$ cat config.mk
export PLATFORM = sky130hd
export DESIGN_NAME = mips_instr_encoder_flat
export DESIGN_NICKNAME = d
export VERILOG_FILES = /design/src/rtl/mips_instr_encoder_if.sv /design/src/rtl/mips_instr_encoder.sv /design/src/flat_wrapper.sv
export SDC_FILE = /design/constraint.sdc
export NUM_CORES = 1
export LEC_CHECK = 0
export CAP_MARGIN = 20
export CORE_MARGIN = 2
export CORE_UTILIZATION = 63
export CTS_CLUSTER_SIZE = 16
export DETAILED_ROUTE_END_ITERATION = 8
export DONT_BUFFER_PORTS = 1
export PLACE_DENSITY_LB_ADDON = 0.25
export SLEW_MARGIN = 20
export SYNTH_ARGS = -nofsm -noshare
export SYNTH_HDL_FRONTEND = slang
export SYNTH_SLANG_ARGS = --single-unit
$ cat constraint.sdc
create_clock -name clk -period 1.7 [get_ports clk]
set_input_delay 0.17 -clock clk [delete_from_list [all_inputs] [get_ports clk]]
set_output_delay 0.17 -clock clk [all_outputs]
set_load 0.05 [all_outputs]
$ cat src/rtl/mips_instr_encoder_if.sv
`default_nettype none
// ============================================================================
// Module   : mips_instr_encoder_if
// Purpose  : Symbolic-instruction input channel and instruction-memory write
//            port of the MIPS instruction encoder.
// Revision : 1.0 - initial release
// ============================================================================
interface mips_instr_encoder_if #(
  parameter int ADDR_WIDTH = 8
);
  logic                  in_valid;
  logic                  in_ready;
  logic [4:0]            op_sel;
  logic [4:0]            rs;
  logic [4:0]            rt;
  logic [4:0]            rd;
  logic [4:0]            shamt;
  logic [15:0]           imm;
  logic [25:0]           target;
  logic                  imem_wen;
  logic [ADDR_WIDTH-1:0] imem_addr;
  logic [31:0]           imem_wdata;

  modport master (
    output in_valid, op_sel, rs, rt, rd, shamt, imm, target,
    input  in_ready, imem_wen, imem_addr, imem_wdata
  );

  modport slave (
    input  in_valid, op_sel, rs, rt, rd, shamt, imm, target,
    output in_ready, imem_wen, imem_addr, imem_wdata
  );
endinterface
`default_nettype wire

$ cat src/rtl/mips_instr_encoder.sv
`default_nettype none
// ============================================================================
// Module   : mips_instr_encoder
// Purpose  : Packs symbolic instructions into 32-bit MIPS words and writes
//            them to consecutive instruction-memory addresses.
// Revision : 1.0 - initial release
// ============================================================================
module mips_instr_encoder #(
  parameter int ADDR_WIDTH = 8,
  parameter int BASE_ADDR  = 0
) (
  input  logic                  clk,
  input  logic                  rst_n,
  input  logic                  start,
  mips_instr_encoder_if.slave   bus,
  output logic [ADDR_WIDTH:0]   words_written,
  output logic                  load_done,
  output logic                  overflow,
  output logic                  op_err
);

  typedef enum logic [1:0] {
    S_IDLE   = 2'd0,
    S_ACCEPT = 2'd1,
    S_WRITE  = 2'd2,
    S_DONE   = 2'd3
  } state_t;

  localparam logic [ADDR_WIDTH-1:0] c_BASE      = ADDR_WIDTH'(BASE_ADDR);
  localparam logic [ADDR_WIDTH-1:0] c_LAST      = '1;
  localparam logic [31:0]           c_EXIT_WORD = 32'hFC00_0000;

  state_t                r_state;
  state_t                w_state_nxt;
  logic [ADDR_WIDTH-1:0] r_next_addr;
  logic [ADDR_WIDTH-1:0] r_addr;
  logic [31:0]           r_wdata;
  logic [ADDR_WIDTH:0]   r_words;
  logic                  r_is_exit;
  logic                  r_done;
  logic                  r_overflow;
  logic                  r_op_err;
  logic                  w_hs;
  logic                  w_arm;
  logic                  w_op_valid;
  logic                  w_is_exit;
  logic [31:0]           w_word;

  function automatic logic [31:0] f_rtype(input logic [4:0] f_rs, input logic [4:0] f_rt,
                                          input logic [4:0] f_rd, input logic [4:0] f_sh,
                                          input logic [5:0] f_funct);
    return {6'h00, f_rs, f_rt, f_rd, f_sh, f_funct};
  endfunction

  assign bus.in_ready   = (r_state == S_ACCEPT);
  assign bus.imem_wen   = (r_state == S_WRITE);
  assign bus.imem_addr  = r_addr;
  assign bus.imem_wdata = r_wdata;
  assign words_written  = r_words;
  assign load_done      = r_done;
  assign overflow       = r_overflow;
  assign op_err         = r_op_err;

  assign w_hs  = bus.in_valid && (r_state == S_ACCEPT);
  assign w_arm = start && ((r_state == S_IDLE) || (r_state == S_DONE));

  // op_sel -> packed word; fields the core ignores are forced to zero
  always_comb begin
    w_word     = '0;
    w_op_valid = 1'b1;
    w_is_exit  = 1'b0;
    case (bus.op_sel)
      5'd0:  w_word = f_rtype(bus.rs, bus.rt, bus.rd, 5'd0, 6'h20);
      5'd1:  w_word = f_rtype(bus.rs, bus.rt, bus.rd, 5'd0, 6'h22);
      5'd2:  w_word = f_rtype(bus.rs, bus.rt, bus.rd, 5'd0, 6'h24);
      5'd3:  w_word = f_rtype(bus.rs, bus.rt, bus.rd, 5'd0, 6'h25);
      5'd4:  w_word = f_rtype(bus.rs, bus.rt, bus.rd, 5'd0, 6'h27);
      5'd5:  w_word = f_rtype(bus.rs, bus.rt, bus.rd, 5'd0, 6'h2A);
      5'd6:  w_word = f_rtype(5'd0, bus.rt, bus.rd, bus.shamt, 6'h00);
      5'd7:  w_word = f_rtype(5'd0, bus.rt, bus.rd, bus.shamt, 6'h02);
      5'd8:  w_word = f_rtype(bus.rs, bus.rt, 5'd0, 5'd0, 6'h18);
      5'd9:  w_word = f_rtype(bus.rs, bus.rt, 5'd0, 5'd0, 6'h1A);
      5'd10: w_word = f_rtype(5'd0, 5'd0, bus.rd, 5'd0, 6'h12);
      5'd11: w_word = f_rtype(5'd0, 5'd0, bus.rd, 5'd0, 6'h10);
      5'd12: w_word = f_rtype(bus.rs, 5'd0, 5'd0, 5'd0, 6'h08);
      // lw uses 0x22 to match the core decoder, not the standard 0x23
      5'd13: w_word = {6'h22, bus.rs, bus.rt, bus.imm};
      5'd14: w_word = {6'h2B, bus.rs, bus.rt, bus.imm};
      5'd15: w_word = {6'h04, bus.rs, bus.rt, bus.imm};
      5'd16: w_word = {6'h08, bus.rs, bus.rt, bus.imm};
      5'd17: w_word = {6'h0A, bus.rs, bus.rt, bus.imm};
      5'd18: w_word = {6'h0C, bus.rs, bus.rt, bus.imm};
      5'd19: w_word = {6'h0D, bus.rs, bus.rt, bus.imm};
      5'd20: w_word = {6'h02, bus.target};
      5'd21: w_word = {6'h03, bus.target};
      5'd22: begin
        w_word    = c_EXIT_WORD;
        w_is_exit = 1'b1;
      end
      default: w_op_valid = 1'b0;
    endcase
  end

  always_comb begin
    w_state_nxt = r_state;
    case (r_state)
      S_IDLE, S_DONE: if (start) w_state_nxt = S_ACCEPT;
      S_ACCEPT:       if (w_hs && w_op_valid) w_state_nxt = S_WRITE;
      S_WRITE:        w_state_nxt = (r_is_exit || (r_addr == c_LAST)) ? S_DONE : S_ACCEPT;
      default:        w_state_nxt = S_IDLE;
    endcase
  end

  always_ff @(posedge clk or negedge rst_n) begin
    if (!rst_n) r_state <= S_IDLE;
    else        r_state <= w_state_nxt;
  end

  always_ff @(posedge clk or negedge rst_n) begin
    if (!rst_n) begin
      r_next_addr <= c_BASE;
      r_addr      <= '0;
      r_wdata     <= '0;
      r_words     <= '0;
      r_is_exit   <= 1'b0;
      r_done      <= 1'b0;
      r_overflow  <= 1'b0;
      r_op_err    <= 1'b0;
    end else begin
      r_op_err <= w_hs && !w_op_valid;
      if (w_arm) begin
        r_next_addr <= c_BASE;
        r_words     <= '0;
        r_done      <= 1'b0;
        r_overflow  <= 1'b0;
      end
      if (w_hs && w_op_valid) begin
        r_addr    <= r_next_addr;
        r_wdata   <= w_word;
        r_is_exit <= w_is_exit;
      end
      if (r_state == S_WRITE) begin
        r_next_addr <= r_next_addr + ADDR_WIDTH'(1);
        r_words     <= r_words + (ADDR_WIDTH+1)'(1);
        if (r_is_exit) begin
          r_done <= 1'b1;
        end else if (r_addr == c_LAST) begin
          r_done     <= 1'b1;
          r_overflow <= 1'b1;
        end
      end
    end
  end

endmodule
`default_nettype wire

$ cat src/flat_wrapper.sv
// flat-port wrapper written by rule: the top's interface ports become plain ports
module mips_instr_encoder_flat 
#(
  parameter int ADDR_WIDTH = 8,
  parameter int BASE_ADDR  = 0
)
  (clk, rst_n, start, words_written, load_done, overflow, op_err, bus_in_valid, bus_op_sel, bus_rs, bus_rt, bus_rd, bus_shamt, bus_imm, bus_target, bus_in_ready, bus_imem_wen, bus_imem_addr, bus_imem_wdata);
  mips_instr_encoder_if #(.ADDR_WIDTH(ADDR_WIDTH)) bus_i ();
  input  logic clk;
  input  logic rst_n;
  input  logic start;
  output logic [ADDR_WIDTH:0] words_written;
  output logic load_done;
  output logic overflow;
  output logic op_err;
  input wire logic [$bits(bus_i.in_valid)-1:0] bus_in_valid;
  input wire logic [$bits(bus_i.op_sel)-1:0] bus_op_sel;
  input wire logic [$bits(bus_i.rs)-1:0] bus_rs;
  input wire logic [$bits(bus_i.rt)-1:0] bus_rt;
  input wire logic [$bits(bus_i.rd)-1:0] bus_rd;
  input wire logic [$bits(bus_i.shamt)-1:0] bus_shamt;
  input wire logic [$bits(bus_i.imm)-1:0] bus_imm;
  input wire logic [$bits(bus_i.target)-1:0] bus_target;
  output wire logic [$bits(bus_i.in_ready)-1:0] bus_in_ready;
  output wire logic [$bits(bus_i.imem_wen)-1:0] bus_imem_wen;
  output wire logic [$bits(bus_i.imem_addr)-1:0] bus_imem_addr;
  output wire logic [$bits(bus_i.imem_wdata)-1:0] bus_imem_wdata;
  assign bus_i.in_valid = bus_in_valid;
  assign bus_i.op_sel = bus_op_sel;
  assign bus_i.rs = bus_rs;
  assign bus_i.rt = bus_rt;
  assign bus_i.rd = bus_rd;
  assign bus_i.shamt = bus_shamt;
  assign bus_i.imm = bus_imm;
  assign bus_i.target = bus_target;
  assign bus_in_ready = bus_i.in_ready;
  assign bus_imem_wen = bus_i.imem_wen;
  assign bus_imem_addr = bus_i.imem_addr;
  assign bus_imem_wdata = bus_i.imem_wdata;
  mips_instr_encoder #(.ADDR_WIDTH(ADDR_WIDTH), .BASE_ADDR(BASE_ADDR)) u_core (.clk(clk), .rst_n(rst_n), .start(start), .bus(bus_i), .words_written(words_written), .load_done(load_done), .overflow(overflow), .op_err(op_err));
endmodule
# == After elaboration in Yosys (flattened, before gate mapping) ==
# Cells that the tools add are included.
# word_totals
regBits,63
latchBits,0
ram_bits,0
mem_bits_ro,0
input_bits,71
output_inout_bits,54
n_memories,0
# op_classes
add_sub_neg,2
mul,0
n_div,0
order_cmp,0
eq_ne,28
n_shift,0
mux,19
bitwise_logic,0
reduce_logical,13
# op_table
op,n
$pmux W32 S23,1
$eq A5 B4 Y1 const B,8
$eq A5 B5 Y1 const B,7
$reduce_or A23 Y1,1
$eq A5 B3 Y1 const B,4
$mux W9,2
$mux W8,2
$eq A5 B2 Y1 const B,2
$mux W1,10
$add A9 B1 Y9 const B,1
$add A8 B1 Y8 const B,1
$eq A8 B8 Y1 const B,1
$mux W2,3
$pmux W2 S3,1
$eq A5 B1 Y1 const B,1
$logic_not A5 Y1,1
$eq A2 B2 Y1 const B,2
$logic_and A1 B1 Y1,4
$eq A2 B1 Y1 const B,1
$logic_not A2 Y1,1
$logic_or A1 B1 Y1,2
$ne A2 B1 Y1 const B,1
$ne A2 B2 Y1 const B,1
$reduce_and A2 Y1,1
other kinds (3),3

# == Logic depth before layout (Yosys ltp) ==
# depth
word_depth,7
depth_mapped,8
ltp_nobuf,6

# == Worst setup path before layout ==
# Ideal clock, no wire load.
# synth_timing
path_type,register to register
startpoint,register u_core.r_state[1]
endpoint,"register u_core.r_wdata[21], in the netlist u_core.bus.imem_wdata[21]"
setup_time_ps,126
arrival_ps,1779
path_slack_ps,-205
stages_incl_launch_ff,9
path_buffers,2
synth_period_minus_slack_ps,1905
cell_sequence,dfrtp_1 -> inv_1 -> ha_1 -> nand2_1 -> a21o_1 -> buf_6 -> buf_6 -> a221oi_1 -> nor2_1
# synth_via
elab_chain_cells,3
# synth_rtl
element,line_no,source
start: declaration,mips_instr_encoder.sv:33,state_t r_state;
start signal: assignment,mips_instr_encoder.sv:116,else r_state <= w_state_nxt;
$eq A2 B1 Y1,n/a,
named net bus_in_ready,flat_wrapper.sv:24,output wire logic [$bits(bus_i.in_ready)-1:0] bus_in_ready;
$logic_and A1 B1 Y1,mips_instr_encoder.sv:64,assign w_hs = bus.in_valid && (r_state == S_ACCEPT);
$logic_and A1 B1 Y1,mips_instr_encoder.sv:137,if (w_hs && w_op_valid) begin
end signal: assignment,mips_instr_encoder.sv:139,r_wdata <= w_word;
end: declaration,mips_instr_encoder.sv:37,logic [31:0] r_wdata;
# The timed path passes the listed nets, and every way through them passes these cells.
# A chain may end at the register's enable or synchronous reset.

# == Final worst setup path ==
# layout_timing
startpoint,register u_core.r_state[1]
endpoint,"register u_core.r_wdata[6], in the netlist u_core.bus.imem_wdata[6]"
# layout_via
elab_chain_cells,3
# layout_rtl
element,line_no
$eq A2 B1 Y1,mips_instr_encoder.sv:64
$logic_and A1 B1 Y1,mips_instr_encoder.sv:64
$logic_and A1 B1 Y1,mips_instr_encoder.sv:137
# No other way between the ends.

==> results.yml <==
status:
  status: "finished, final reports clean"
layout:
  finalNonFillerCells: 444
  final_cell_mix: "nand2_1, dfrtp_1, buf_4"
  antenna_cells: 0
  fin_nets: 448
  fill_cells: 405
  areaGrowthSynthToFinish_pct: 13.2
  drive_gt1_share_pct: 14.7
setup_path:
  crit_type: "reg2reg"
  path_max_fanout: 37
  worst_ep_required_time_ns: 1.91
  r2r.worst_path.cells: 8
  start_kind: "flop"
  endpoint: "u_core.bus.imem_wdata[6]"
  cp.arrival_ns: 1.82
  crit_start: "u_core.r_state[1]"
  reg2reg_to: "u_core.bus.imem_wdata[6]"
  crit_path_end_kind: "flop"
  reg2reg_slack_ns: 0.09
  timing.rr.start: "u_core.r_state[1]"
grt:
  track_usage_pct: 27.7
  grt_pass1_vias: 2662
  grt-ovfl-total: 0
  grt_max_degree: 64
  grt_pass1_wl_mm: 13.0
  antenna_found_initial: 0
job:
  max-cap-violations: 0
cts:
  cts_sinks: 63
  cts_tree: "done"
  cts_max_path_buffers: 2
  cts_buffers: 9
  cts_root_buf: "clkbuf_8"
  clkSlewWorstSetupHoldPaths_ns: 0.06
  worstSkewPairLatency_ns: 0.33
  htree_num_levels: 3
pwr:
  power.density_nw_per_um2: 1660
  leakagePower_nw: 1.69
  vdd_drop_max_mv: 1.08
timing:
  setup-tns-final_ns: 0
  fin_hold_ws_ns: 0.00397
  fmax_mhz: 621
  worst_slew_pin_slew_ns: 0.621
  setup_viol: 0
  slew_violations: 0
  layout_min_cycle_time_ns: 1.61
  clock_skew_ns: 0.00625
  fin_ws_ns: 0.0893
  min_period_over_period_pct: 94.7
  final_hold_viol_count: 0
  slew_headroom_pct: 58.1
logic_synthesis:
  postSynthAreaPerCell_um2: 9.39
  synth_cell_types: 52
  synth_enable_flop_cells: 0
  synthArstFlopShare_pct: 100
  syn-cell-area_um2: 3310
  postSynthCellCount: 352
  ys_seq_elements: 63
  yosysSeqAreaShare_pct: 47.7
  yosys_warnings: 0
  syn-num-nets: 428
  synth_flop_cell: "dfrtp_1"
drt:
  dr.pass1.iters: 4
  drtIter0Drc: 203
  drt_wl_total_mm: 7.57
  drc: 0
  vias: 2738
  wl_per_cell_um: 17.0
  viasPerCell: 6.17
  postRouteAntennaNets: 0
placed_design:
  dp_slack_ns: 0.0262
  dp_cells: 423
  port-buffer-count: 0
  dp_hpwl_mm: 5.25
  gp_congestion: 0.803
die:
  start_util_pct: 65.2
  coreArea_um2: 5070
  num_rows: 26
  io_pins: 125
  die_x_um: 76.5
  die_area_um2: 5840
  fp.dieH_um: 76.5
hold_path:
  hp-class: "in2reg"
## worst min path at each step
stage,start,endpoint,slack (ns),depth (start not counted)
after floorplan,rst_n,u_core.bus.imem_addr[0],-0.13,0
after global placement,rst_n,u_core.bus.imem_wdata[7],-0.12,0
after detailed placement,rst_n,u_core.bus.imem_wdata[6],-0.12,0
after CTS,bus_target[25],u_core.bus.imem_wdata[25],0.005,2
after global routing,bus_target[22],u_core.bus.imem_wdata[22],0.01,2
final,bus_target[25],u_core.bus.imem_wdata[25],0.004,2
## layer usage
layer,share of wire (%),vias to the layer above,global-route usage (%)
met4,1.3,0,10.5
met3,7.9,10,8.41
li1,-,1313,-
met5,0,-,0
met2,49,104,41.8
met1,42,1311,37.9
## sequential cells by signal (all words and copies together) (netlist names)
name                   count
u_core.r_next_addr         8
u_core.load_done           1
u_core.op_err              1
u_core.overflow            1
u_core.words_written       9
u_core.r_is_exit           1
u_core.bus.imem_wdata     32
u_core.bus.imem_addr       8
u_core.r_state             2
## where the power goes
| part | internal (mW) | total [mW] | switching (mW) |
|---|---|---|---|
| combinational | 0.682 | 1.65 | 0.965 |
| sequential | 1.91 | 3.49 | 1.58 |
| clock | 0.539 | 1.06 | 0.520 |
## synthesized netlist by cell type, drive strengths merged (2+ instances only)
master	count	area, µm²
a32oi	5	43.8
mux2	2	22.5
a22o	5	43.8
nor2b	2	12.5
o21ai	30	150
nand2	63	236
and3	2	12.5
nand3b	13	101
mux2i	4	40.0
clkbuf	9	33.8
buf	18	126
dfrtp	63	1580
a222oi	5	50.1
a31oi	3	18.8
a221oi	8	76.3
nor3b	3	33.8
o22a	2	17.5
xnor2	3	26.3
inv	5	18.8
nand3	13	65.1
nor2	19	71.3
ha	5	62.6
o31ai	3	22.5
nand2b	9	58.8
a21oi	25	125
a21o	5	37.5
o211ai	4	30.0
nand4	6	37.5
o22ai	3	25.0
## stage by stage
step                area, µm²  util (%)  power (mW)
global placement         3480      68.6        4.99
global route             3740      73.7        6.55
CTS                      3720      73.3        6.15
floorplan                3310         -        4.63
finish                   3740      73.7        6.20
detailed placement       3480      68.6        5.07
## critical path, stage by stage, from the launching register on
cell and delay [ns]:
dfrtp_1 0.42, inv_2 0.09, ha_2 0.18, nand2_1 0.10
a21o_4 0.23, buf_12 0.17, buf_12 0.16, nand2_1 0.06
o21ai_1 0.08
## cells by family (layout without fill, tap and decap cells)
kind of cell / Yosys count / in the layout / synth area share (%)
AOI/OAI and AO/OA: 105 / 105 / 21.2
xor gates and xnor gates: 4 / 4 / 1.06
muxes: 6 / 6 / 1.89
DFF: 63 / 63 / 47.7
buffers and inverters: 32 / 54 / 5.41
adders and majority gates: 5 / 5 / 1.89
and+or+nand+nor: 137 / 137 / 20.9
## final cells by class
| class | count | area [µm²] | area share [%] |
|---|---|---|---|
| Timing Repair Buffer | 36 | 330 | 8.83 |
| Sequential cell | 63 | 1580 | 42.1 |
| Inverter | 5 | 18.8 | 0.502 |
| Multi-Input combinational cell | 257 | 1580 | 42.2 |
| Tap cell | 70 | 87.6 | 2.34 |
| Clock inverter | 2 | 10.0 | 0.267 |
| Clock buffer | 11 | 141 | 3.78 |
## repair_timing
item | in CTS | in global routing
buffers inserted | 0 | 1
setup endpoints to repair | 0 | 24
hold buffers | 7 | 0
hold endpoints to repair | 68 | 0
gates resized for setup | 0 | 3
No activity file was read; power rests on OpenSTA's default activity.
